[src/rtl/mips_cpu_bus_pkg.sv]
// Shared types and constants for the mips_cpu_bus arbiter slice.
//   arb_state_t  : arbiter FSM state (IDLE, XFER_I, XFER_D)
//   requester_t  : which requester owns / last owned the bus
//   FETCH_BYTEEN : byte enables driven for every instruction fetch
package mips_cpu_bus_pkg;

    typedef enum logic [1:0] {
        IDLE   = 2'd0,
        XFER_I = 2'd1,
        XFER_D = 2'd2
    } arb_state_t;

    typedef enum logic {
        REQ_I = 1'b0,
        REQ_D = 1'b1
    } requester_t;

    localparam logic [3:0] FETCH_BYTEEN = 4'b1111;

endpackage

[src/rtl/mips_cpu_wait_timer.sv]
// Wait-state counter for one bus transfer.
//   clk, rst : clock and synchronous active-high reset
//   clear    : zero the count (asserted on every grant)
//   enable   : count one stalled cycle
//   expired  : count has reached TIMEOUT_CYCLES (never set when TIMEOUT_CYCLES == 0)
module mips_cpu_wait_timer #(
    parameter int unsigned TIMEOUT_CYCLES = 1023
) (
    input  logic clk,
    input  logic rst,
    input  logic clear,
    input  logic enable,
    output logic expired
);

    localparam int unsigned WIDTH   = (TIMEOUT_CYCLES == 0) ? 1 : $clog2(TIMEOUT_CYCLES + 1);
    localparam logic [WIDTH-1:0] LIMIT = WIDTH'(TIMEOUT_CYCLES);
    localparam bit ENABLED = (TIMEOUT_CYCLES != 0);

    logic [WIDTH-1:0] count_q;
    logic [WIDTH-1:0] count_d;
    logic             at_limit;

    assign at_limit = ENABLED && (count_q == LIMIT);
    assign expired  = at_limit;

    // Saturates at the limit so a timed-out count cannot wrap before the abort edge.
    always_comb begin
        count_d = count_q;
        if (clear) begin
            count_d = '0;
        end else if (enable && !at_limit) begin
            count_d = count_q + WIDTH'(1);
        end
    end

    always_ff @(posedge clk) begin
        if (rst) begin
            count_q <= '0;
        end else begin
            count_q <= count_d;
        end
    end

endmodule

[src/rtl/mips_cpu_bus_arbiter.sv]
// Arbitrates the single Avalon-MM master between instruction fetch (I) and
// data load/store (D), one transfer at a time.
//   i_req_* / d_req_* : requests; valid is held until the combinational ready
//                       strobe is seen high (transfer accepted on that edge)
//   i_rsp_* / d_rsp_* : one-cycle completion pulse, rdata, err (timeout abort)
//   address, read, write, writedata, byteenable, waitrequest, readdata : Avalon
//   busy       : state != IDLE
//   bus_error  : sticky timeout flag, cleared only by rst
//   state_dbg  : current FSM state for observation
// Handshake: a request transfers on a clock edge where valid && ready are both 1;
// ready is only ever 1 in IDLE and for at most one requester.
module mips_cpu_bus_arbiter
    import mips_cpu_bus_pkg::*;
#(
    parameter int unsigned PRIORITY_DATA  = 1,
    parameter int unsigned TIMEOUT_CYCLES = 1023
) (
    input  logic        clk,
    input  logic        rst,
    input  logic        i_req_valid,
    input  logic [31:0] i_req_addr,
    output logic        i_req_ready,
    output logic        i_rsp_valid,
    output logic [31:0] i_rsp_rdata,
    output logic        i_rsp_err,
    input  logic        d_req_valid,
    input  logic        d_req_write,
    input  logic [31:0] d_req_addr,
    input  logic [31:0] d_req_wdata,
    input  logic [3:0]  d_req_byteen,
    output logic        d_req_ready,
    output logic        d_rsp_valid,
    output logic [31:0] d_rsp_rdata,
    output logic        d_rsp_err,
    output logic [31:0] address,
    output logic        read,
    output logic        write,
    output logic [31:0] writedata,
    output logic [3:0]  byteenable,
    input  logic        waitrequest,
    input  logic [31:0] readdata,
    output logic        busy,
    output logic        bus_error,
    output logic [1:0]  state_dbg
);

    localparam bit D_WINS_TIE = (PRIORITY_DATA != 0);

    arb_state_t  state_q, state_d;
    requester_t  last_grant_q, last_grant_d;
    logic [31:0] address_q, address_d;
    logic        read_q, read_d;
    logic        write_q, write_d;
    logic [31:0] writedata_q, writedata_d;
    logic [3:0]  byteenable_q, byteenable_d;
    logic        i_rsp_valid_q, i_rsp_valid_d;
    logic [31:0] i_rsp_rdata_q, i_rsp_rdata_d;
    logic        i_rsp_err_q, i_rsp_err_d;
    logic        d_rsp_valid_q, d_rsp_valid_d;
    logic [31:0] d_rsp_rdata_q, d_rsp_rdata_d;
    logic        d_rsp_err_q, d_rsp_err_d;
    logic        bus_error_q, bus_error_d;

    logic grant_i, grant_d;
    logic timer_expired;

    // I wins only when D is absent, or on a round-robin tie when D went last.
    assign grant_i = (state_q == IDLE) && i_req_valid &&
                     (!d_req_valid || (!D_WINS_TIE && last_grant_q == REQ_D));
    assign grant_d = (state_q == IDLE) && d_req_valid && !grant_i;

    assign i_req_ready = grant_i;
    assign d_req_ready = grant_d;

    mips_cpu_wait_timer #(
        .TIMEOUT_CYCLES(TIMEOUT_CYCLES)
    ) u_wait_timer (
        .clk     (clk),
        .rst     (rst),
        .clear   (grant_i || grant_d),
        .enable  ((state_q != IDLE) && waitrequest),
        .expired (timer_expired)
    );

    always_comb begin
        state_d       = state_q;
        last_grant_d  = last_grant_q;
        address_d     = address_q;
        read_d        = read_q;
        write_d       = write_q;
        writedata_d   = writedata_q;
        byteenable_d  = byteenable_q;
        i_rsp_valid_d = 1'b0;
        i_rsp_rdata_d = i_rsp_rdata_q;
        i_rsp_err_d   = 1'b0;
        d_rsp_valid_d = 1'b0;
        d_rsp_rdata_d = d_rsp_rdata_q;
        d_rsp_err_d   = 1'b0;
        bus_error_d   = bus_error_q;

        case (state_q)
            IDLE: begin
                if (grant_d) begin
                    address_d    = d_req_addr;
                    writedata_d  = d_req_wdata;
                    byteenable_d = d_req_byteen;
                    read_d       = !d_req_write;
                    write_d      = d_req_write;
                    last_grant_d = REQ_D;
                    state_d      = XFER_D;
                end else if (grant_i) begin
                    address_d    = i_req_addr;
                    writedata_d  = 32'h0;
                    byteenable_d = FETCH_BYTEEN;
                    read_d       = 1'b1;
                    write_d      = 1'b0;
                    last_grant_d = REQ_I;
                    state_d      = XFER_I;
                end
            end
            XFER_I, XFER_D: begin
                if (!waitrequest || timer_expired) begin
                    read_d  = 1'b0;
                    write_d = 1'b0;
                    state_d = IDLE;
                    if (state_q == XFER_I) begin
                        i_rsp_valid_d = 1'b1;
                        i_rsp_err_d   = waitrequest;
                        i_rsp_rdata_d = waitrequest ? 32'h0 : readdata;
                    end else begin
                        d_rsp_valid_d = 1'b1;
                        d_rsp_err_d   = waitrequest;
                        // Stores return zero; only a completed load carries readdata.
                        d_rsp_rdata_d = (waitrequest || !read_q) ? 32'h0 : readdata;
                    end
                    if (waitrequest) begin
                        bus_error_d = 1'b1;
                    end
                end
            end
            default: begin
                state_d = IDLE;
                read_d  = 1'b0;
                write_d = 1'b0;
            end
        endcase
    end

    always_ff @(posedge clk) begin
        if (rst) begin
            state_q       <= IDLE;
            last_grant_q  <= REQ_D;
            address_q     <= 32'h0;
            read_q        <= 1'b0;
            write_q       <= 1'b0;
            writedata_q   <= 32'h0;
            byteenable_q  <= 4'h0;
            i_rsp_valid_q <= 1'b0;
            i_rsp_rdata_q <= 32'h0;
            i_rsp_err_q   <= 1'b0;
            d_rsp_valid_q <= 1'b0;
            d_rsp_rdata_q <= 32'h0;
            d_rsp_err_q   <= 1'b0;
            bus_error_q   <= 1'b0;
        end else begin
            state_q       <= state_d;
            last_grant_q  <= last_grant_d;
            address_q     <= address_d;
            read_q        <= read_d;
            write_q       <= write_d;
            writedata_q   <= writedata_d;
            byteenable_q  <= byteenable_d;
            i_rsp_valid_q <= i_rsp_valid_d;
            i_rsp_rdata_q <= i_rsp_rdata_d;
            i_rsp_err_q   <= i_rsp_err_d;
            d_rsp_valid_q <= d_rsp_valid_d;
            d_rsp_rdata_q <= d_rsp_rdata_d;
            d_rsp_err_q   <= d_rsp_err_d;
            bus_error_q   <= bus_error_d;
        end
    end

    assign address     = address_q;
    assign read        = read_q;
    assign write       = write_q;
    assign writedata   = writedata_q;
    assign byteenable  = byteenable_q;
    assign i_rsp_valid = i_rsp_valid_q;
    assign i_rsp_rdata = i_rsp_rdata_q;
    assign i_rsp_err   = i_rsp_err_q;
    assign d_rsp_valid = d_rsp_valid_q;
    assign d_rsp_rdata = d_rsp_rdata_q;
    assign d_rsp_err   = d_rsp_err_q;
    assign bus_error   = bus_error_q;
    assign busy        = (state_q != IDLE);
    assign state_dbg   = state_q;

endmodule

[config.mk]
export PLATFORM = sky130hd
export DESIGN_NAME = mips_cpu_bus_arbiter
export DESIGN_NICKNAME = d
export VERILOG_FILES = /design/src/rtl/mips_cpu_bus_pkg.sv /design/src/rtl/mips_cpu_wait_timer.sv /design/src/rtl/mips_cpu_bus_arbiter.sv
export SDC_FILE = /design/constraint.sdc
export NUM_CORES = 1
export LEC_CHECK = 0
export BUFFER_PORTS_ARGS = -buffer_cell sky130_fd_sc_hd__clkbuf_2
export CAP_MARGIN = 10
export CORE_MARGIN = 2
export CORE_UTILIZATION = 50
export DETAILED_ROUTE_END_ITERATION = 10
export PLACE_DENSITY = 0.85
export SYNTH_ARGS = -nofsm -noshare
export SYNTH_HDL_FRONTEND = slang
export SYNTH_HIERARCHICAL = 1
export SYNTH_SLANG_ARGS = --single-unit
[constraint.sdc]
create_clock -name clk -period 2.91 [get_ports clk]
set_input_delay 0.1455 -clock clk [delete_from_list [all_inputs] [get_ports clk]]
set_output_delay 0.1455 -clock clk [all_outputs]
set_load 0.01 [all_outputs]
== Word-level counts from Yosys, hierarchy flattened ==
Cells that the tools add are included.

* Register bits: 151
* Logic and storage cells: 72
* Output and inout port bits: 144
* Input bits: 138

* Bitwise logic cells: 3
* Reduce and logical (&&, ||, !) cells: 28
* $add $sub $neg: 1
* Equal/unequal tests: 5
* Multiplexer cells: 21

{| class="wikitable"
|+ Operator list
! kind !! count
|-
| $mux W32 || 6
|-
| $add A10 B1 Y10 const B || 1
|-
| $eq A10 B10 Y1 const B || 1
|-
| $reduce_and A3 Y1 || 3
|-
| $mux W4 || 2
|-
| $reduce_or A4 Y1 || 2
|-
| $mux W1 || 7
|-
| $logic_and A1 B1 Y1 || 6
|-
| $logic_not A1 Y1 || 6
|-
| $mux W2 || 3
|-
| $pmux W1 S2 || 2
|-
| $pmux W2 S2 || 1
|-
| $reduce_and A2 Y1 || 2
|-
| $reduce_bool A2 Y1 || 2
|-
| $reduce_or A2 Y1 || 2
|-
| $logic_or A1 B1 Y1 || 3
|-
| $ne A3 B3 Y1 const B || 1
|-
| $not A1 Y1 || 3
|-
| $reduce_or A3 Y1 || 1
|-
| $eq A2 B1 Y1 const B || 1
|-
| $eq A2 B2 Y1 const B || 1
|-
| $logic_not A2 Y1 || 1
|-
| $ne A2 B2 Y1 const B || 1
|}

== Logic depth before layout (Yosys ltp) ==
* Word-level depth: 7
* Depth in mapped cells: 10
* Gate-level depth less buffers: 8

== Cells and area by module ==
Netlist, hierarchy kept.

{| class="wikitable"
|+ Modules (own cells, without submodules)
! module !! seq. area each (um^2) !! cells an instance !! area each (um^2) !! instances
|-
| mips_cpu_bus_arbiter || 2822.7 || 612 || 5375.2 || 1
|-
| mips_cpu_wait_timer || 200.2 || 59 || 543.0 || 1
|}

== Worst setup path after synthesis ==
No wires, ideal clock.

* Path type: reg-to-reg
* Start point: register state_q[0] (netlist: state_dbg[0])
* End point: register u_wait_timer.count_q[5]
* Library setup time: 0.070 ns
* Buffers on the path: 3
* Arrival time: 1.966 ns
* Required time: 2.840 ns
* Setup slack: 0.874 ns
* Cell stages (with the launch flop): 10
* Clock period less this slack: 2.036 ns
* Cell sequence: dfxtp_1 > inv_1 > ha_1 > buf_2 > clkbuf_1 > nor2b_1 > buf_4 > o31ai_4 > or4_1 > a21oi_1

* Cells in the longest elaborated chain, start to end: 7
* Elaborated cells on any way between the ends: 11
* Those cells by class: 11 x reduce/logical

{| class="wikitable"
|+ Ends and longest elaborated chain
! element !! RTL line !! text
|-
| from (decl) || mips_cpu_bus_arbiter.sv:49 || <nowiki>arb_state_t state_q, state_d;</nowiki>
|-
| from (signal assigned) || mips_cpu_bus_arbiter.sv:166 || <nowiki>state_q <= state_d;</nowiki>
|-
| $logic_not A2 Y1 || n/a ||
|-
| $logic_and A1 B1 Y1 (2 in a row) || mips_cpu_bus_arbiter.sv:68 || <nowiki>assign grant_i = (state_q == IDLE) && i_req_valid &&</nowiki>
|-
| $logic_not A1 Y1 || mips_cpu_bus_arbiter.sv:70 || <nowiki>assign grant_d = (state_q == IDLE) && d_req_valid && !grant_i;</nowiki>
|-
| $logic_and A1 B1 Y1 || mips_cpu_bus_arbiter.sv:70 ||
|-
| $logic_or A1 B1 Y1 || mips_cpu_bus_arbiter.sv:80 || <nowiki>.clear (grant_i || grant_d),</nowiki>
|-
| $reduce_or A2 Y1 (no source line) || n/a ||
|-
| to (signal assigned) || mips_cpu_wait_timer.sv:41 || <nowiki>count_q <= count_d;</nowiki>
|-
| to (decl) || mips_cpu_wait_timer.sv:20 || <nowiki>logic [WIDTH-1:0] count_q;</nowiki>
|}

Several ways; a longest one is shown, not always the timed one.
A chain may end at the register's enable or synchronous reset.

== Final worst setup path ==
* Start point: register state_q[1] (netlist: state_dbg[1])
* End point: register address_q[3] (netlist: address[3])

* Cells in the longest elaborated chain, start to end: 7
* Elaborated cells on any way between the ends: 9
* Those cells by class: 1 x mux; 8 x reduce/logical

{| class="wikitable"
|+ Ends and longest elaborated chain
! element !! RTL line !! text
|-
| $logic_not A2 Y1 * || n/a ||
|-
| $logic_and A1 B1 Y1 (2 in a row) || mips_cpu_bus_arbiter.sv:68 ||
|-
| $logic_not A1 Y1 || mips_cpu_bus_arbiter.sv:70 ||
|-
| $logic_and A1 B1 Y1 || mips_cpu_bus_arbiter.sv:70 ||
|-
| $reduce_bool A2 Y1 (no source line) || n/a ||
|-
| $reduce_and A2 Y1 (no source line) || n/a ||
|-
| to (signal assigned) || mips_cpu_bus_arbiter.sv:168 || <nowiki>address_q <= address_d;</nowiki>
|-
| to (decl) || mips_cpu_bus_arbiter.sv:51 || <nowiki>logic [31:0] address_q, address_d;</nowiki>
|}

Every way passes the cells marked *; elsewhere a longest branch is shown, timed or not.

==> results_dict.tcl <==
set metrics [dict create \
    clockBufferDepth 2 \
    yosys.area_share.simple 0.1522 \
    rows 39 \
    synth_edf_count 0 \
    drive_gt1_frac 0.3246 \
    slew_viol_final 0 \
    dieArea_um2 12720 \
    finalWeightedCongestion 0.8336 \
    required_ps 3260 \
    fmax_mhz 355.6 \
    top_level_ports 282 \
    cp-end-kind "flip-flop" \
    antenna_found_initial 0 \
    maxCapViolCount 0 \
    wire_per_inst_um 18.79 \
    fin_cells 1175 \
    drt_iter0_drc 728 \
    synthMuxAreaShare 0.009937 \
    grt_pass1_wl_um 33890 \
    setup_slack_ps 98.20 \
    totalWireLength_um 22080 \
    h-tree-depth 4 \
    synth_top_family_by_area "compound AO/OA/AOI/OAI gates" \
    layout_min_cycle_time_ps 2812 \
    area_delta_synth_final_pct 49.85 \
    grt_setup_unrepaired "no" \
    grt_pass1_vias 6525 \
    globalRouteTotalUtil 0.3324 \
    status "finished, final reports clean" \
    vias_per_cell 5.822 \
    p_leak_nw 3.948 \
    yosysWarnings 6 \
    setup-violations-final 0 \
    synth_area_um2 5918 \
    stdcell_area_um2 8869 \
    root_buffer "clkbuf_16" \
    hpwl_um 12460 \
    diodes 0 \
    synth-compound-area-share 0.2569 \
    nets 1164 \
    dieWidth_um 112.8 \
    start_kind "flip-flop" \
    pre_cts_ws_ps 725.5 \
    reg2reg_slack_ps 100 \
    gr-total-overflow 0 \
    core_area_um2 11470 \
    worstPathMaxFanout 39 \
    synth_fp_nets 814 \
    synth_cell_types 47 \
    syn-instance-count 671 \
    final_common_cell "clkbuf_2" \
    ys_seq_elements 151 \
    synth_adder_area_share 0.01057 \
    tns_ps 0 \
    hold_class "in2reg" \
    placed_cells 1046 \
    clkTransAtPathRegs_ps 60 \
    place_area_um2 7333 \
    worst_pin_slew_ps 706.7 \
    period_share 0.9663 \
    cts_buffers 17 \
    skew_ps 9.715 \
    grt_max_degree 62 \
    avgSynthCellArea_um2 8.820 \
    cts_tree "done" \
    final_cell_mix "280 x clkbuf_2, 151 x dfxtp_1, 105 x a21oi_1" \
    cp.arrival_ps 3160 \
    crit_type "reg2reg" \
    synth-xor-area-share 0.004440 \
    drcViolationCount 0 \
    initial_core_util 0.5161 \
    die_h_um 112.8 \
    slew_headroom 0.5279 \
    firstDrtPassIters 5 \
    antenna_left 0 \
    ys_seq_area_frac 0.5108 \
    vias 6841 \
    synth_top_flop_cell "dfxtp_1" \
    pwr_density_cell_nw_per_um2 779.2 \
    portBuffers 281 \
    max-vdd-ir-drop_mv 0.5592 \
    hold_viol 0 \
    cts_setup_buffers 0 \
    clock_latency_ps 420 \
    async_reset_ff_frac 0 \
    clock_sinks 151 \
]
## synth_stat cells (all sizes together) (4+ instances only)
cell type	instances	area (um^2)
dfxtp	151	3023
a21oi	105	525.5
nand2	101	379.1
o21ai	67	335.3
nand3	39	207.7
clkbuf	35	131.4
a22o	32	280.3
a311oi	32	280.3
buf	28	168.9
nor2	11	41.29
nand2b	9	56.30
nor3	9	50.05
inv	7	26.28
ha	5	62.56
and2	4	25.02
mux2i	4	43.79
## routing by layer
metal	GRT usage	share of wire	wire length [um]
met2	0.5804	0.50	10980
met3	0.08731	0.093	2043
met4	0.1667	0.044	969
met1	0.3747	0.37	8086
met5	0	0	0
## area by class of cell
class	count	area, um^2
timing repair buffer	394	2509
tap	143	178.9
multi-input combinational	450	2591
sequential	151	3023
clock inverter	7	72.57
clock buffer	23	467.9
inverter	7	26.28
fill	750	2599
## worst paths after layout
check / from / end / depth (start not counted)
setup / recovery: state_dbg[1] / address[3] / 7
hold / removal: d_req_addr[11] / address[11] / 3
setup reg to reg: state_dbg[1] / address[3] / 7
hold reg to reg: bus_error / bus_error / 2
## state kept, by name, indices dropped and copies added, names as in the netlist, 2 cells and up
name and cells:
address 32, d_rsp_rdata 32, i_rsp_rdata 32, writedata 32
u_wait_timer/count_q 10, byteenable 4, state_dbg 2
## metrics by stage
| step | utilization | power [mW] | hold slack (ps) |
|---|---|---|---|
| 2_1_floorplan | - | 3.889 | 267.2 |
| 3_3_place_gp | 0.6395 | 4.593 | 373.4 |
| 3_5_place_dp | 0.6395 | 4.621 | 377.3 |
| 4_1_cts | 0.7731 | 6.801 | 0.7086 |
| 5_1_grt | 0.7734 | 7.212 | 8.447 |
| 6_report | 0.7734 | 6.910 | 11.12 |
## cell families (layout without fill, tap and decap cells)
| logic type | after synthesis | count (layout) |
|---|---|---|
| AO/OA/AOI/OAI | 247 | 247 |
| XOR/XNOR | 3 | 3 |
| adder cells (fa/ha/maj) | 5 | 5 |
| buffers and inverters | 70 | 431 |
| flip-flops | 151 | 151 |
| multiplexers | 5 | 5 |
| AND/OR/NAND/NOR | 190 | 190 |
## critical path: stages, from the launching register on
cell and delay, ps:
dfxtp_1 320, inv_1 130, ha_1 200, buf_4 370, mux2_4 530, a21oi_1 160, a311oi_1 390, dlygate4sd3_1 630
## report_power, final
part	internal [mW]	total, mW	leakage (nW)	switching (mW)
clock	1.21	2.05	0.259	0.841
sequential	2.40	2.60	1.23	0.197
combinational	0.856	2.25	2.46	1.40
## repair_timing
| item | in CTS | in global routing |
|---|---|---|
| hold buffers | 99 | 0 |
| gates resized for setup | 0 | 1 |
| hold endpoints to repair | 121 | 0 |
| endpoints found under the setup margin | 0 | 1 |
Power figures use the tool's default switching activity.
